### src/rtl/clk_en_pkg.sv
// Shared constants and types for the multi-channel clock-enable generator.
// The default ratios reproduce the master/4 PPU, /12 CPU and /24 APU enables.
package clk_en_pkg;

  localparam int DIV_PPU = 4;
  localparam int DIV_CPU = 12;
  localparam int DIV_APU = 24;

  localparam int DEF_NUM_CH = 3;
  localparam int DEF_DIV_W  = 8;

  // Channel 0 occupies the least-significant field.
  localparam logic [DEF_NUM_CH*DEF_DIV_W-1:0] DEF_DIVS =
    {8'(DIV_APU), 8'(DIV_CPU), 8'(DIV_PPU)};
  localparam logic [DEF_NUM_CH*DEF_DIV_W-1:0] DEF_PHASES = '0;

  typedef logic [2:0] ch_idx_t;

endpackage

### src/rtl/clk_en_chan.sv
// One enable channel: phase divider with deferred ratio reload, stall gating
// and the total/active event counters.
module clk_en_chan
  import clk_en_pkg::*;
#(
  parameter int               DIV_W     = 8,
  parameter int               CNT_W     = 64,
  parameter logic [DIV_W-1:0] DIV_RST   = 8'(DIV_PPU),
  parameter logic [DIV_W-1:0] PHASE_RST = '0
) (
  input  logic             clock,
  input  logic             reset_n,
  input  logic             run,
  input  logic             stall,
  input  logic             cnt_clr,
  input  logic             wr,
  input  logic [DIV_W-1:0] wr_val,
  output logic             clk_en,
  output logic             gated_en,
  output logic             cyc_par,
  output logic [CNT_W-1:0] cycle_cnt,
  output logic [CNT_W-1:0] active_cnt
);

  logic [DIV_W-1:0] d;
  logic [DIV_W-1:0] div;
  logic [DIV_W-1:0] pend;
  logic             pend_vld;
  logic             wrap;

  // A programmed ratio of zero behaves as ratio one.
  function automatic logic [DIV_W-1:0] eff_ratio(input logic [DIV_W-1:0] r);
    return (r == '0) ? DIV_W'(1) : r;
  endfunction

  assign wrap = (d == eff_ratio(div) - DIV_W'(1));

  // reset_n is folded in so the strobe drops immediately on async reset,
  // even if the reset phase happens to sit on the wrap value.
  assign clk_en   = reset_n & run & wrap;
  assign gated_en = clk_en & ~stall;
  assign cyc_par  = cycle_cnt[0];

  always_ff @(posedge clock or negedge reset_n) begin
    if (!reset_n) begin
      d          <= PHASE_RST;
      div        <= DIV_RST;
      pend       <= '0;
      pend_vld   <= 1'b0;
      cycle_cnt  <= '0;
      active_cnt <= '0;
    end else begin
      if (run) begin
        d <= wrap ? '0 : d + 1'b1;
        // New ratio only takes effect on a period boundary: no runt periods.
        if (wrap && pend_vld) begin
          div      <= pend;
          pend_vld <= 1'b0;
        end
      end
      // Placed after the reload so a write landing on a wrap stays pending.
      if (wr) begin
        pend     <= wr_val;
        pend_vld <= 1'b1;
      end
      if (cnt_clr) begin
        cycle_cnt  <= '0;
        active_cnt <= '0;
      end else begin
        if (clk_en)   cycle_cnt  <= cycle_cnt + 1'b1;
        if (gated_en) active_cnt <= active_cnt + 1'b1;
      end
    end
  end

endmodule

### src/rtl/clk_en_gen.sv
// Multi-channel clock-enable generator: one clk_en_chan per channel plus the
// cross-channel alignment strobe.
module clk_en_gen
  import clk_en_pkg::*;
#(
  parameter int                      NUM_CH = DEF_NUM_CH,
  parameter int                      DIV_W  = DEF_DIV_W,
  parameter int                      CNT_W  = 64,
  parameter logic [NUM_CH*DIV_W-1:0] DIVS   = DEF_DIVS,
  parameter logic [NUM_CH*DIV_W-1:0] PHASES = DEF_PHASES
) (
  input  logic                    clock,
  input  logic                    reset_n,
  input  logic                    run,
  input  logic [NUM_CH-1:0]       stall,
  input  logic                    cnt_clr,
  input  logic                    div_wr,
  input  logic [2:0]              div_ch,
  input  logic [DIV_W-1:0]        div_val,
  output logic [NUM_CH-1:0]       clk_en,
  output logic [NUM_CH-1:0]       gated_en,
  output logic [NUM_CH-1:0]       cyc_par,
  output logic                    align,
  output logic [NUM_CH*CNT_W-1:0] cycle_cnt,
  output logic [NUM_CH*CNT_W-1:0] active_cnt
);

  for (genvar i = 0; i < NUM_CH; i++) begin : g_ch
    logic ch_wr;

    // Writes addressed beyond NUM_CH-1 match no channel and are dropped.
    assign ch_wr = div_wr & (ch_idx_t'(div_ch) == ch_idx_t'(i));

    clk_en_chan #(
      .DIV_W     (DIV_W),
      .CNT_W     (CNT_W),
      .DIV_RST   (DIVS[i*DIV_W +: DIV_W]),
      .PHASE_RST (PHASES[i*DIV_W +: DIV_W])
    ) u_chan (
      .clock      (clock),
      .reset_n    (reset_n),
      .run        (run),
      .stall      (stall[i]),
      .cnt_clr    (cnt_clr),
      .wr         (ch_wr),
      .wr_val     (div_val),
      .clk_en     (clk_en[i]),
      .gated_en   (gated_en[i]),
      .cyc_par    (cyc_par[i]),
      .cycle_cnt  (cycle_cnt[i*CNT_W +: CNT_W]),
      .active_cnt (active_cnt[i*CNT_W +: CNT_W])
    );
  end

  assign align = &clk_en;

endmodule

### config.mk
export PLATFORM = sky130hd
export DESIGN_NAME = clk_en_gen
export DESIGN_NICKNAME = d
export VERILOG_FILES = /design/src/rtl/clk_en_pkg.sv /design/src/rtl/clk_en_chan.sv /design/src/rtl/clk_en_gen.sv
export SDC_FILE = /design/constraint.sdc
export NUM_CORES = 1
export LEC_CHECK = 0
export CORE_ASPECT_RATIO = 1.4
export CORE_UTILIZATION = 54
export DETAILED_ROUTE_END_ITERATION = 7
export GPL_ROUTABILITY_DRIVEN = 0
export PLACE_DENSITY = 0.81
export SYNTH_ARGS = -nofsm -noshare
export SYNTH_HDL_FRONTEND = slang
export SYNTH_SLANG_ARGS = --single-unit
### constraint.sdc
create_clock -name clock -period 6.7 [get_ports clock]
set_clock_uncertainty 0.05 [all_clocks]
set_input_delay 1.675 -clock clock [delete_from_list [all_inputs] [get_ports clock]]
set_output_delay 1.675 -clock clock [all_outputs]
set_load 0.05 [all_outputs]
==> out/metrics.cfg, run 1 <==
[routing]
wl_um = 72770
drc = 0
drt-wirelength-per-cell_um = 19.73
drt_iter0_drc = 1764
drt_pass1_iterations = 5
via_per_inst = 6.262
ant_nets = 0
vias = 23102

[timing]
rsz0062_at_grt = false
finalHoldViolCount = 0
setup_violations = 0
fin_setup_tns_ns = 0
finalCriticalPeriod_ns = 6.379
period_share = 0.9521
whs_ns = 0.4290
slew_viol_final = 0
slew_headroom = 0.1462
worstMarginPinSlew_ns = 1.281
max_freq_mhz = 156.8

[worst_setup_path]
cp-end-kind = primary output
cp_max_fo = 19
r2r-start = g_ch[2].u_chan.div[3]
cp-startpoint = g_ch[2].u_chan.div[3]
critPathKind = reg2out
crit_arrival_ns = 4.65
critPathLaunchType = flop
cp.required_ns = 4.97

[power_and_ir_drop]
p_per_area_mw_per_mm2 = 230.8
finalPower_mw = 7.128
peakVddDrop_mv = 0.2049
combinationalPowerShare = 0.203
power.switching_mw = 2.258
swShare = 0.3168
sequentialPowerShare = 0.431
p_clk_frac = 0.366
leakage_nw = 11.58
intPower_mw = 4.870

[global_routing]
grt_use_total = 0.3084
grt_max_degree = 159
grt_pass1_vias = 22585
grt_antenna_before_repair = 2
grt_overflow_total = 0
grt_pass1_wl_um = 117400

[synth]
synth.area.top_cells = dfrtp_1, a21oi_1, xnor2_1, nand4_1, nor2_1
yosysTopAreaCellShare = 0.4592
ys_seq_area_frac = 0.4645
synth_top_cell_by_area = dfrtp_1
synth_fp_nets = 2735
synth_edf_count = 0
synthArstFlopShare = 1.000
syn_avg_cell_area_sq_um = 9.149
ys_ff_latch = 459
synthCells = 2704
ys_warn_count = 0
synth_area_sq_mm = 0.02474
ys_types = 75
ys.flop_type = dfrtp_1

[clock_tree]
clkSinkCount = 459
holdBufCountCts = 0
cts_tree = yes
htreeDepth = 2
clock_latency_ns = 0.57
cts-buffers-inserted = 46
cts_buffer_depth = 3
cts-root-buf = clkbuf_16
cts.clk_slew.worst_paths_ns = 0.06
post_cts_buffers = 0
cts_resized = 0

[final_layout]
area_delta_synth_final_pct = 24.82
fill_cells = 3568
fin_area_sq_mm = 0.03088
drive_gt1_frac = 0.07120
mostFrequentLayoutCell = dfrtp_1
multiInputGateArea_sq_mm = 0.01233
seq_area_sq_mm = 0.01149
layout_common_cells = dfrtp_1, clkdlybuf4s50_1, nor2_1, a21oi_1, nand2_1
layout.nets = 3071

[worst_hold_path]
min_path_type = reg2reg
worstHoldStart = g_ch[0].u_chan.pend_vld

[status]
outcome = complete, no violations

[placed_design]
post_dp_cell_area_sq_mm = 0.02937
io_buffers = 412
dp_hpwl_um = 50330

[floorplan]
fp.coreArea_sq_mm = 0.04512
chipHeight_um = 255.3
die_w_um = 182.9
initial_core_util = 0.5482
io_pins = 413
fp-row-count = 92
dieArea_sq_mm = 0.04668

[job]
cap_violations = 0

-- cell usage after synthesis, types with 5 or more instances --
| master | n |
|---|---|
| a21bo_2 | 6 |
| a21o_1 | 7 |
| a21oi_1 | 205 |
| a31o_2 | 7 |
| and2_1 | 38 |
| and3_1 | 62 |
| and4_1 | 33 |
| buf_1 | 13 |
| buf_2 | 7 |
| buf_4 | 12 |
| clkbuf_1 | 127 |
| dfrtp_1 | 454 |
| dfstp_2 | 5 |
| ha_1 | 12 |
| inv_1 | 81 |
| mux2_2 | 55 |
| mux2i_1 | 6 |
| nand2_1 | 182 |
| nand2b_1 | 10 |
| nand3_1 | 152 |
| nand3b_1 | 8 |
| nand4_1 | 151 |
| nor2_1 | 234 |
| nor2b_1 | 12 |
| nor3_1 | 61 |
| nor4_1 | 74 |
| o211ai_1 | 5 |
| o21a_1 | 14 |
| o21ai_0 | 111 |
| o2bb2ai_1 | 5 |
| o31ai_1 | 80 |
| or2_2 | 13 |
| or3_1 | 95 |
| or4_1 | 103 |
| xnor2_1 | 109 |
| xor2_1 | 84 |
-- per-layer routing --
metal	track usage	up-vias	routed length, um
met5	0	-	11
met4	0.1505	2	3451
met3	0.05706	201	5069
met2	0.5407	975	36590
met1	0.3641	11341	27650
li1	-	10583	-
-- flip-flops by register name, indices dropped and copies added (netlist names) --
register,flops
g_ch.u_chan.active_cnt,192
g_ch.u_chan.cycle_cnt,192
g_ch.u_chan.d,24
g_ch.u_chan.div,24
g_ch.u_chan.pend,24
g_ch.u_chan.pend_vld,3
-- critical path, stage by stage (launching register included) --
cell and delay [ns]:
dfstp_2 0.40, or4_1 0.58, nor4_1 0.49, nor2_1 0.09, ha_1 0.33, xor2_1 0.18, nand2_1 0.08, a31o_2 0.22
or3_1 0.64, nor4_1 0.83, buf_12 0.23
-- per-stage QoR --
stage          utilization  std cells  worst slack, ns
2_1_floorplan            -       2704            1.189
3_3_place_gp        0.6510       3603            1.139
3_5_place_dp        0.6510       3603           0.9139
4_1_cts             0.6842       3687           0.3015
5_1_grt             0.6843       3688           0.1006
6_report            0.6843       3689           0.3209
-- cell type report --
| class | instances | share of cell area |
|---|---|---|
| Multi-Input combinational cell | 2002 | 0.3994 |
| Tap cell | 611 | 0.02476 |
| Sequential cell | 459 | 0.3722 |
| Inverter | 83 | 0.01009 |
| Antenna cell | 2 | 0.0001621 |
| Clock buffer | 70 | 0.04453 |
| Timing Repair Buffer | 448 | 0.1449 |
| Clock inverter | 14 | 0.004012 |
-- cell families after synthesis --
logic type | Yosys count | share of synthesized area
flops | 459 | 0.4645
mux | 61 | 0.02746
fa+ha+maj | 12 | 0.006069
xor+xnor | 193 | 0.06833
simple gates | 1259 | 0.2783
compound gates | 477 | 0.1159
buf+inv | 243 | 0.03935
-- power groups by stage --
| stage | Clock, mW | Combinational (mW) | Sequential (mW) |
|---|---|---|---|
| floorplan | 0 | 1.03 | 3.05 |
| global placement | 0 | 1.35 | 3.10 |
| detailed placement | 0 | 1.42 | 3.12 |
| CTS | 2.65 | 1.42 | 3.07 |
| global route | 2.75 | 1.57 | 3.09 |
| finish | 2.61 | 1.44 | 3.07 |
-- final timing paths --
kind | to | slack, ns | depth (start not counted)
max | gated_en[2] | 0.32 | 10
min reg2reg | g_ch[0].u_chan.pend_vld | 0.43 | 1
min in group asynchronous | g_ch[1].u_chan.cycle_cnt[9] | 0.99 | 1
max reg2reg | g_ch[2].u_chan.cycle_cnt[57] | 1.53 | 11
max in group asynchronous | g_ch[1].u_chan.cycle_cnt[26] | 2.96 | 4
min | g_ch[0].u_chan.pend_vld | 0.43 | 1
No activity file was read; power rests on OpenSTA's default activity.
==> run 2: changes to the inputs <==
--- a/config.mk
+++ b/config.mk
@@ -6,10 +6,11 @@
 export NUM_CORES = 1
 export LEC_CHECK = 0
 export CORE_ASPECT_RATIO = 1.4
-export CORE_UTILIZATION = 54
+export CORE_UTILIZATION = 49
 export DETAILED_ROUTE_END_ITERATION = 7
 export GPL_ROUTABILITY_DRIVEN = 0
-export PLACE_DENSITY = 0.81
+export MAX_ROUTING_LAYER = met4
+export PLACE_DENSITY = 0.77
 export SYNTH_ARGS = -nofsm -noshare
 export SYNTH_HDL_FRONTEND = slang
 export SYNTH_SLANG_ARGS = --single-unit
==> constraint.sdc (replaced) <==
create_clock -name clock -period 5.85 [get_ports clock]
set_clock_uncertainty 0.05 [all_clocks]
set_input_delay 1.4625 -clock clock [delete_from_list [all_inputs] [get_ports clock]]
set_output_delay 1.4625 -clock clock [all_outputs]
set_load 0.05 [all_outputs]
==> run 2 against run 1 <==
Die area increased by 10%. Register-to-register slack worse by 0.60 ns. Via count grew 0.34%. Sequential power increased by 15%. Hold slack improved by 0.0090 ns. First-iteration DRC count down 14%. Utilization shrank 6.1 points. Final cell count up 1.1%. Combinational power grew 17%. Critical path type unchanged.
==> out/metrics.cfg, run 2 (synthesis results as in run 1) <==
[final_layout]
area_delta_synth_final_pct = 25.97  ; was 24.82%
mostFrequentLayoutCell = dfrtp_1  ; unchanged
reg.largest.list = g_ch.u_chan.active_cnt: 192 flops, g_ch.u_chan.cycle_cnt: 192 flops  ; unchanged
fin_cells = 3731  ; was 3,689
layout.nets = 3082  ; was 3,071
diodes = 0  ; was 2
layout_common_cells = dfrtp_1, clkdlybuf4s50_1, nor2_1, a21oi_1, nand2_1  ; unchanged
drive_gt1_frac = 0.07837  ; was 0.07120

[routing]
drt_pass1_iterations = 5  ; unchanged
drc = 0  ; unchanged
wl_um = 74250  ; was 72,770 um
drt_iter0_drc = 1510  ; was 1,764
vias = 23181  ; was 23,102
drt-wirelength-per-cell_um = 19.90  ; was 19.73 um
via_per_inst = 6.213  ; was 6.262
ant_nets = 0  ; unchanged

[power_and_ir_drop]
p_per_area_mw_per_mm2 = 270.7  ; was 230.8 mW/mm^2
peakVddDrop_mv = 0.3420  ; was 0.2049 mV
leakage_nw = 11.71  ; was 11.58 nW

[floorplan]
dieArea_sq_mm = 0.05140  ; was 0.04668 sq mm
fp.coreArea_sq_mm = 0.05000  ; was 0.04512 sq mm
die_w_um = 191.9  ; was 182.9 um
io_pins = 413  ; unchanged
initial_core_util = 0.4947  ; was 0.5482
fp-row-count = 97  ; was 92
chipHeight_um = 267.9  ; was 255.3 um

[placed_design]
dp.cells = 3644  ; was 3,603
dp_hpwl_um = 51090  ; was 50,330 um
io_buffers = 412  ; unchanged

[global_routing]
grt_overflow_total = 0  ; unchanged
grt_pass1_wl_um = 119000  ; was 117,400 um
grt_max_degree = 170  ; was 159
grt_antenna_before_repair = 0  ; was 2
grt_use_total = 0.2944  ; was 0.3084
grt_pass1_vias = 22866  ; was 22,585

[timing]
finalHoldViolCount = 0  ; unchanged
max_freq_mhz = 177.2
fin_setup_tns_ns = 0  ; unchanged
worstMarginPinSlew_ns = 1.213  ; was 1.281 ns
period_share = 0.9649
slew_viol_final = 0  ; unchanged
setup_violations = 0  ; unchanged
finalCriticalPeriod_ns = 5.645
slew_headroom = 0.1901  ; was 0.1462
rsz0062_at_grt = false  ; unchanged

[clock_tree]
cts-buffers-inserted = 48  ; was 46
holdBufCountCts = 0  ; unchanged
clkSinkCount = 459  ; unchanged
clock_latency_ns = 0.59  ; was 0.57 ns
htreeDepth = 2  ; unchanged
cts.clk_slew.worst_paths_ns = 0.06  ; about the same
cts_buffer_depth = 3  ; unchanged
cts_tree = yes  ; unchanged
cts-root-buf = clkbuf_16  ; unchanged

[worst_setup_path]
critPathLaunchType = flop  ; unchanged
cp_max_fo = 7  ; was 19
cp-startpoint = g_ch[1].u_chan.div[3]  ; was g_ch[2].u_chan.div[3]
cp.required_ns = 4.34  ; was 4.97 ns
r2r-start = g_ch[1].u_chan.div[3]  ; was g_ch[2].u_chan.div[3]
cp-end-kind = primary output  ; unchanged
reg2reg_depth = 12  ; was 11
r2r_end = g_ch[1].u_chan.active_cnt[48]  ; was g_ch[2].u_chan.cycle_cnt[57]
cp-endpoint = align  ; was gated_en[2]
crit_arrival_ns = 4.13  ; was 4.65 ns
regToRegSetupSlack_ns = 0.93  ; was 1.53 ns
critPathKind = reg2out  ; unchanged

[worst_hold_path]
min_path_type = reg2reg  ; unchanged

[status]
outcome = complete, no violations  ; unchanged

[job]
cap_violations = 0  ; unchanged

[run 2: worst min-delay path by stage]
stage,startpoint,slack [ns],cells after the start,endpoint
3_3_place_gp,g_ch[2].u_chan.pend_vld,0.41,1,g_ch[2].u_chan.pend_vld
4_1_cts,g_ch[2].u_chan.pend_vld,0.44,1,g_ch[2].u_chan.pend_vld
2_1_floorplan,g_ch[0].u_chan.pend_vld,0.40,1,g_ch[0].u_chan.pend_vld
6_report,g_ch[0].u_chan.pend_vld,0.44,1,g_ch[0].u_chan.pend_vld
3_5_place_dp,g_ch[2].u_chan.pend_vld,0.42,1,g_ch[2].u_chan.pend_vld
5_1_grt,g_ch[0].u_chan.pend_vld,0.45,1,g_ch[0].u_chan.pend_vld
[run 2: power breakdown]
| part | internal, mW | total (mW) | switching [mW] | leakage (nW) |
|---|---|---|---|---|
| clock | 1.90 | 3.22 | 1.32 | 0.822 |
| sequential | 3.32 | 3.52 | 0.199 | 6.29 |
| combinational | 0.542 | 1.69 | 1.15 | 4.59 |
[run 2: per-stage QoR]
step	area [sq um]	util	setup slack [ns]	hold slack, ns	power [mW]
2_1_floorplan	24740	-	0.5515	0.3996	4.667
3_3_place_gp	29510	0.5901	0.7256	0.4099	5.150
3_5_place_dp	29510	0.5901	0.6723	0.4219	5.223
4_1_cts	31150	0.6230	0.03441	0.4364	8.455
5_1_grt	31160	0.6232	0.02997	0.4540	8.767
6_report	31160	0.6232	0.2051	0.4380	8.435
[run 2: cell type report]
cell class	instances	area (sq um)
Inverter	83	311.5
Multi-Input combinational cell	2002	12340
Sequential cell	459	11490
Fill cell	4121	18840
Timing Repair Buffer	457	4567
Tap cell	643	804.5
Clock buffer	66	1410
Clock inverter	21	235.2
[run 2: metal layers]
layer	wire length (um)	GRT usage	vias up
met5	0	-	-
met4	4120	0.1600	0
met3	4701	0.05133	257
met2	37110	0.4879	902
met1	28320	0.3378	11434
li1	-	-	10588
[run 2: critical path, stage by stage, from the launching register on]
cell	delay (ns)
dfstp_2	0.41
or4_4	0.58
o41ai_2	0.34
inv_1	0.09
ha_1	0.30
xor2_1	0.13
o21ai_0	0.09
a2111oi_0	0.51
or3b_1	0.43
nor2_1	0.23
and4_1	0.29
buf_12	0.16
[run 2: what timing repair did]
| item | CTS | global route |
|---|---|---|
| endpoints found under the setup margin | 0 | 3 |
| gates resized for setup | 0 | 2 |
| buffers inserted | 0 | 0 |
